===== config.mk =====
export PLATFORM = sky130hd
export DESIGN_NAME = operand_stack
export DESIGN_NICKNAME = d
export VERILOG_FILES = /design/src/rtl/operand_stack_pkg.sv /design/src/rtl/stack_mem.sv /design/src/rtl/operand_stack.sv
export SDC_FILE = /design/constraint.sdc
export NUM_CORES = 2
export LEC_CHECK = 0
export BUFFER_PORTS_ARGS = -buffer_cell sky130_fd_sc_hd__buf_2
export CAP_MARGIN = 40
export CELL_PAD_IN_SITES_DETAIL_PLACEMENT = 1
export CELL_PAD_IN_SITES_GLOBAL_PLACEMENT = 2
export CORE_ASPECT_RATIO = 0.75
export CORE_MARGIN = 2
export CORE_UTILIZATION = 49
export DETAILED_ROUTE_END_ITERATION = 7
export GPL_TIMING_DRIVEN = 0
export PLACE_DENSITY_LB_ADDON = 0.1
export SYNTH_ARGS = -nofsm -noshare
export SYNTH_HDL_FRONTEND = slang
export SYNTH_SLANG_ARGS = --single-unit

===== constraint.sdc =====
create_clock -name clk -period 8.35 [get_ports clk]
set_input_delay 1.67 -clock clk [delete_from_list [all_inputs] [get_ports clk]]
set_output_delay 1.67 -clock clk [all_outputs]
set_load 0.005 [all_outputs]

===== src/rtl/operand_stack_pkg.sv =====
// operand_stack_pkg: op codes and trap codes shared by the operand stack and the cpu core.
//   op_e   - 3-bit operation code presented on operand_stack.op
//   trap_e - 3-bit sticky trap code reported on operand_stack.trap
package operand_stack_pkg;

  typedef enum logic [2:0] {
    OpNop    = 3'd0,
    OpPush   = 3'd1,
    OpPop    = 3'd2,
    OpSetTop = 3'd3,  // replace top (unary result)
    OpPopSet = 3'd4,  // drop top, replace new top (binary result)
    OpClear  = 3'd7   // codes 5 and 6 are illegal
  } op_e;

  typedef enum logic [2:0] {
    TrapNone      = 3'd0,
    TrapOverflow  = 3'd1,
    TrapUnderflow = 3'd2,
    TrapIllegal   = 3'd3
  } trap_e;

endpackage


===== src/rtl/stack_mem.sv =====
// stack_mem: DEPTH x WIDTH register array holding the stack entries.
//   clk_i          - clock
//   we_i / waddr_i / wdata_i    - single write port
//   raddr_top_i / rdata_top_o   - asynchronous read port for the top entry
//   raddr_sec_i / rdata_sec_o   - asynchronous read port for the entry below top
// Contents are not reset.
module stack_mem #(
  parameter int unsigned WIDTH = 64,
  parameter int unsigned DEPTH = 16,
  localparam int unsigned AW   = $clog2(DEPTH)
) (
  input  logic             clk_i,
  input  logic             we_i,
  input  logic [AW-1:0]    waddr_i,
  input  logic [WIDTH-1:0] wdata_i,
  input  logic [AW-1:0]    raddr_top_i,
  output logic [WIDTH-1:0] rdata_top_o,
  input  logic [AW-1:0]    raddr_sec_i,
  output logic [WIDTH-1:0] rdata_sec_o
);

  logic [WIDTH-1:0] mem_q [DEPTH];

  always_ff @(posedge clk_i) begin
    if (we_i) begin
      mem_q[waddr_i] <= wdata_i;
    end
  end

  assign rdata_top_o = mem_q[raddr_top_i];
  assign rdata_sec_o = mem_q[raddr_sec_i];

endmodule


===== src/rtl/operand_stack.sv =====
// operand_stack: operand stack with registered top/second views and a sticky trap.
//   clk          - clock, all state changes on its rising edge
//   reset        - synchronous active-high reset
//   op, valid    - operation request; accepted when valid && ready
//   ready        - high while no trap is pending
//   din          - operand for PUSH / SET_TOP / POP_SET
//   result       - registered top of stack (0 when empty)
//   result_empty - high when depth is 0
//   second       - registered entry below top (0 when depth < 2)
//   depth        - entry count, 0..DEPTH
//   trap         - sticky trap code, cleared only by reset
module operand_stack
  import operand_stack_pkg::*;
#(
  parameter int unsigned WIDTH = 64,
  parameter int unsigned DEPTH = 16,
  localparam int unsigned AW   = $clog2(DEPTH),
  localparam int unsigned DW   = AW + 1
) (
  input  logic             clk,
  input  logic             reset,
  input  logic [2:0]       op,
  input  logic             valid,
  output logic             ready,
  input  logic [WIDTH-1:0] din,
  output logic [WIDTH-1:0] result,
  output logic             result_empty,
  output logic [WIDTH-1:0] second,
  output logic [DW-1:0]    depth,
  output logic [2:0]       trap
);

  logic [DW-1:0]    depth_q, depth_d;
  logic [WIDTH-1:0] result_q, result_d;
  logic [WIDTH-1:0] second_q, second_d;
  logic [2:0]       trap_q, trap_d;

  logic             accept;
  logic             mem_we;
  logic [AW-1:0]    top_addr;
  logic [AW-1:0]    sec_addr;
  logic [WIDTH-1:0] rd_top;
  logic [WIDTH-1:0] rd_sec;

  assign ready  = (trap_q == TrapNone);
  assign accept = valid && ready;

  // Next depth and trap; every write targets the post-op top slot.
  always_comb begin
    depth_d = depth_q;
    trap_d  = trap_q;
    mem_we  = 1'b0;
    if (accept) begin
      case (op_e'(op))
        OpNop: ;
        OpPush: begin
          if (depth_q == DW'(DEPTH)) begin
            trap_d = TrapOverflow;
          end else begin
            depth_d = depth_q + DW'(1);
            mem_we  = 1'b1;
          end
        end
        OpPop: begin
          if (depth_q == '0) begin
            trap_d = TrapUnderflow;
          end else begin
            depth_d = depth_q - DW'(1);
          end
        end
        OpSetTop: begin
          if (depth_q == '0) begin
            trap_d = TrapUnderflow;
          end else begin
            mem_we = 1'b1;
          end
        end
        OpPopSet: begin
          if (depth_q < DW'(2)) begin
            trap_d = TrapUnderflow;
          end else begin
            depth_d = depth_q - DW'(1);
            mem_we  = 1'b1;
          end
        end
        OpClear: depth_d = '0;
        default: trap_d = TrapIllegal;
      endcase
    end
  end

  // Read the post-op top and top-1; only the top slot can be written this cycle, so only it
  // needs a bypass from din. Out-of-range addresses are masked by the depth checks below.
  always_comb begin
    top_addr = AW'(depth_d - DW'(1));
    sec_addr = AW'(depth_d - DW'(2));
    result_d = '0;
    second_d = '0;
    if (depth_d != '0) begin
      result_d = mem_we ? din : rd_top;
    end
    if (depth_d >= DW'(2)) begin
      second_d = rd_sec;
    end
  end

  stack_mem #(
    .WIDTH(WIDTH),
    .DEPTH(DEPTH)
  ) u_stack_mem (
    .clk_i       (clk),
    .we_i        (mem_we),
    .waddr_i     (top_addr),
    .wdata_i     (din),
    .raddr_top_i (top_addr),
    .rdata_top_o (rd_top),
    .raddr_sec_i (sec_addr),
    .rdata_sec_o (rd_sec)
  );

  // Reset dominates: a simultaneous op is discarded (the stray entry write is harmless).
  always_ff @(posedge clk) begin
    if (reset) begin
      depth_q  <= '0;
      result_q <= '0;
      second_q <= '0;
      trap_q   <= TrapNone;
    end else begin
      depth_q  <= depth_d;
      result_q <= result_d;
      second_q <= second_d;
      trap_q   <= trap_d;
    end
  end

  assign result       = result_q;
  assign second       = second_q;
  assign depth        = depth_q;
  assign trap         = trap_q;
  assign result_empty = (depth_q == '0);

endmodule


==> flow_summary.ini <==
[detailed_routing]
antenna_left = 0
avgRoutedWirePerCell_um = 36.8
vias_per_cell = 6.77
totalWireLength_mm = 165
vias = 30400
drtPass1Iterations = 6
drc = 0
drt_iter0_markers = 3952

[power]
p_per_area_nw_per_um2 = 204
vdd_drop_max_mv = 0.185
power_leakage_nw = 19.7

[finish]
final_nets = 3054
fillCellCount = 9063
areaGrowthSynthToFinish_pct = 17.6
drive_gt1_share_pct = 41.0
final_cells = 4496

[global_routing]
grt_antenna_before_repair = 9
grt_pass1_vias = 32000
grt_pass1_wl_mm = 237
grtUsageTotal_pct = 31.1
grt_remaining_overflow = 0
grt_max_degree = 22

[yosys]
yosysMostFrequentCell = edfxtp_1
synth_top_family_by_area = multiplexers
synth_commonest_cells = edfxtp_1 (1024), mux4_2 (509), dfxtp_1 (135), mux2i_1 (130), clkbuf_1 (98)
yosysSeqAreaShare_pct = 64.7
synth_top_area_share_pct = 59.5
synth.avg_cell_area_um2 = 20.4
synth_simple_gate_area_share_pct = 2.43
yosys_most_used_dff = edfxtp_1
synth-xor-area-share_pct = 0.106
synth-adder-area-share_pct = 0.218
yosysTopAreaCell = edfxtp_1
synth-seq-cells = 1159
synthMuxAreaShare_pct = 24.7
ys_async_sr_fraction_pct = 0
yosys_warnings = 0
synth_compound_area_share_pct = 5.73
syn_area_um2 = 51700
synth.distinct_cells = 74
synthesis.nets = 2618
syn-instance-count = 2539
synth_edf_count = 1024
ys_top_cells_by_area = edfxtp_1 (59%), mux4_2 (22%), dfxtp_1 (5.2%)

[timing]
timing.hold.ws_ns = 0.496
period_needed_ns = 7.43
rsz0062_at_grt = false
setup_viol = 0
setup_ws_ns = 0.916
fin_skew_ns = 0.0270
finalMaxSlewViolations = 0
finalHoldViolations = 0
fin_crit_sh_pct = 89.0
relSlewSlack_pct = 34.9
worst_pin_slew_ns = 0.976
fmax_ghz = 0.135

[clocking]
cts_buffers = 115
tritoncts = yes
htreeDepth = 3
cts_buffer_depth = 3
clk_pin_slew_ns = 0.06
cts.sinks = 1159
cts_root_buf = clkbuf_16
post_cts_buffers = 0
post_cts_resized = 0
clk_latency_ns = 0.73
ctsHoldBuffers = 0

[critical_path]
worstPathRequired_ns = 8.88
crit_arrival_ns = 7.96
reg2reg_depth = 16
worst_setup_path_start_kind = input pin
r2r-start = depth[0]
r2r_end = result[49]
end_kind = register
critPathMaxFanout = 10
criticalPathCategory = input pin to register
r2r_slack_ns = 1.10

[die]
row_count = 103
coreArea_um2 = 105000
start_util_pct = 49.3
die_y_um = 285
die_area_um2 = 108000
ios = 208
fp.dieW_um = 379

[placement]
dp_cells = 4274
place_congestion = 0.845
io_buffers = 206
dp_hpwl_mm = 114
pre_cts_slack_ns = 0.374

[worst_hold_path]
min_from = trap[1]
holdPathStages = 2
whs_endpoint = trap[1]
hold_path_class = register to register

[job]
cap_violations = 0

[outcome]
outcome = finished clean
sequential cells by signal, summed over array words and instances, names as in the netlist:
name and flops:
u_stack_mem.mem_q 1024, trap 2, depth 5, result 64, second 64
worst max-delay path by stage:
| stage | endpoint | from | cells after the start | slack, ns |
|---|---|---|---|---|
| 3_5_place_dp | result[49] | op[1] | 16 | 0.37 |
| 2_1_floorplan | u_stack_mem.mem_q[15][0] | op[0] | 14 | 0.72 |
| 3_3_place_gp | u_stack_mem.mem_q[8][61] | op[1] | 16 | -5.56 |
| 6_report | result[49] | op[1] | 16 | 0.92 |
| 5_1_grt | result[50] | op[1] | 16 | 0.92 |
| 4_1_cts | result[49] | op[1] | 16 | 1.13 |
layout make-up:
| type | count | area (um^2) | area share, % |
|---|---|---|---|
| inverter | 8 | 30.0 | 0.0494 |
| buffer | 208 | 1080 | 1.77 |
| timing repair buffer | 319 | 3110 | 5.11 |
| clock inverter | 47 | 508 | 0.835 |
| sequential | 1159 | 33500 | 55.0 |
| clock buffer | 173 | 3580 | 5.89 |
| tap | 1417 | 1770 | 2.91 |
| antenna | 1 | 2.50 | 0.00411 |
| multi-input combinational | 1164 | 17300 | 28.4 |
critical path, cell delays in order:
cell	delay, ns
buf_2	0.13
buf_1	0.40
nor3b_2	0.16
a2bb2oi_4	0.32
mux2i_1	0.14
a21oi_2	0.52
inv_2	0.45
buf_1	0.36
ha_1	0.37
clkbuf_1	0.52
clkbuf_1	0.61
buf_8	0.24
clkbuf_1	0.63
mux4_2	0.37
mux2i_1	0.14
a2111oi_1	0.89
through the flow:
stage	total power (W)	util, %	TNS [ns]	instance area, um^2
finish	0.0124	58.0	0	60800
global route	0.0127	58.0	0	60800
detailed placement	0.00698	54.1	0	56700
global placement	0.00694	52.0	-4935.95	54500
floorplan	0.00674	-	0	51700
CTS	0.0124	58.0	0	60800
routing by layer:
layer,vias to the layer above,GRT usage [%],wire (um)
li1,11900,-,-
met1,16400,45.7,68000
met2,1819,47.0,76800
met3,283,7.18,16200
met4,4,8.59,4450
met5,-,0,23
placed cells by master (no fill, tap or decap), types with 3 or more instances in the layout:
master,Yosys,final
edfxtp_1,1024,1024
mux4_2,509,509
buf_2,58,264
dfxtp_1,135,135
mux2i_1,130,130
clkbuf_16,0,127
clkbuf_1,98,121
a22oi_1,67,67
nand2b_1,67,67
nor3_1,65,65
o21ai_1,64,64
o41ai_2,50,50
a2111oi_2,50,50
buf_6,15,42
buf_12,0,37
buf_4,24,25
buf_16,0,25
buf_8,2,24
clkbuf_8,0,23
clkinv_2,0,20
nor2_4,0,16
o41ai_1,14,14
nand2_1,13,13
buf_1,11,12
a2111oi_1,12,12
nor2_1,27,11
a21oi_1,10,10
clkinvlp_4,0,10
ha_1,9,9
bufinv_16,0,8
inv_1,6,6
or3b_1,5,5
nor4_1,5,5
and2_1,5,5
nand3b_1,3,3
a211o_1,3,3
where the power goes:
part           switching, W  total, W  internal (W)
clock network       0.00231   0.00553       0.00322
logic              0.000339  0.000540      0.000200
registers        0.00000625   0.00632       0.00631
cell families (layout without fill, tap and decap cells):
family / count (synthesis) / after routing
flip-flops: 1159 / 1159
buffers and inverters: 216 / 755
adder cells (fa/ha/maj): 9 / 9
XOR/XNOR: 3 / 3
AND/OR/NAND/NOR: 215 / 215
multiplexers: 639 / 639
AO/OA/AOI/OAI: 297 / 297
other: 1 / 2
No activity file was read; power rests on OpenSTA's default activity.
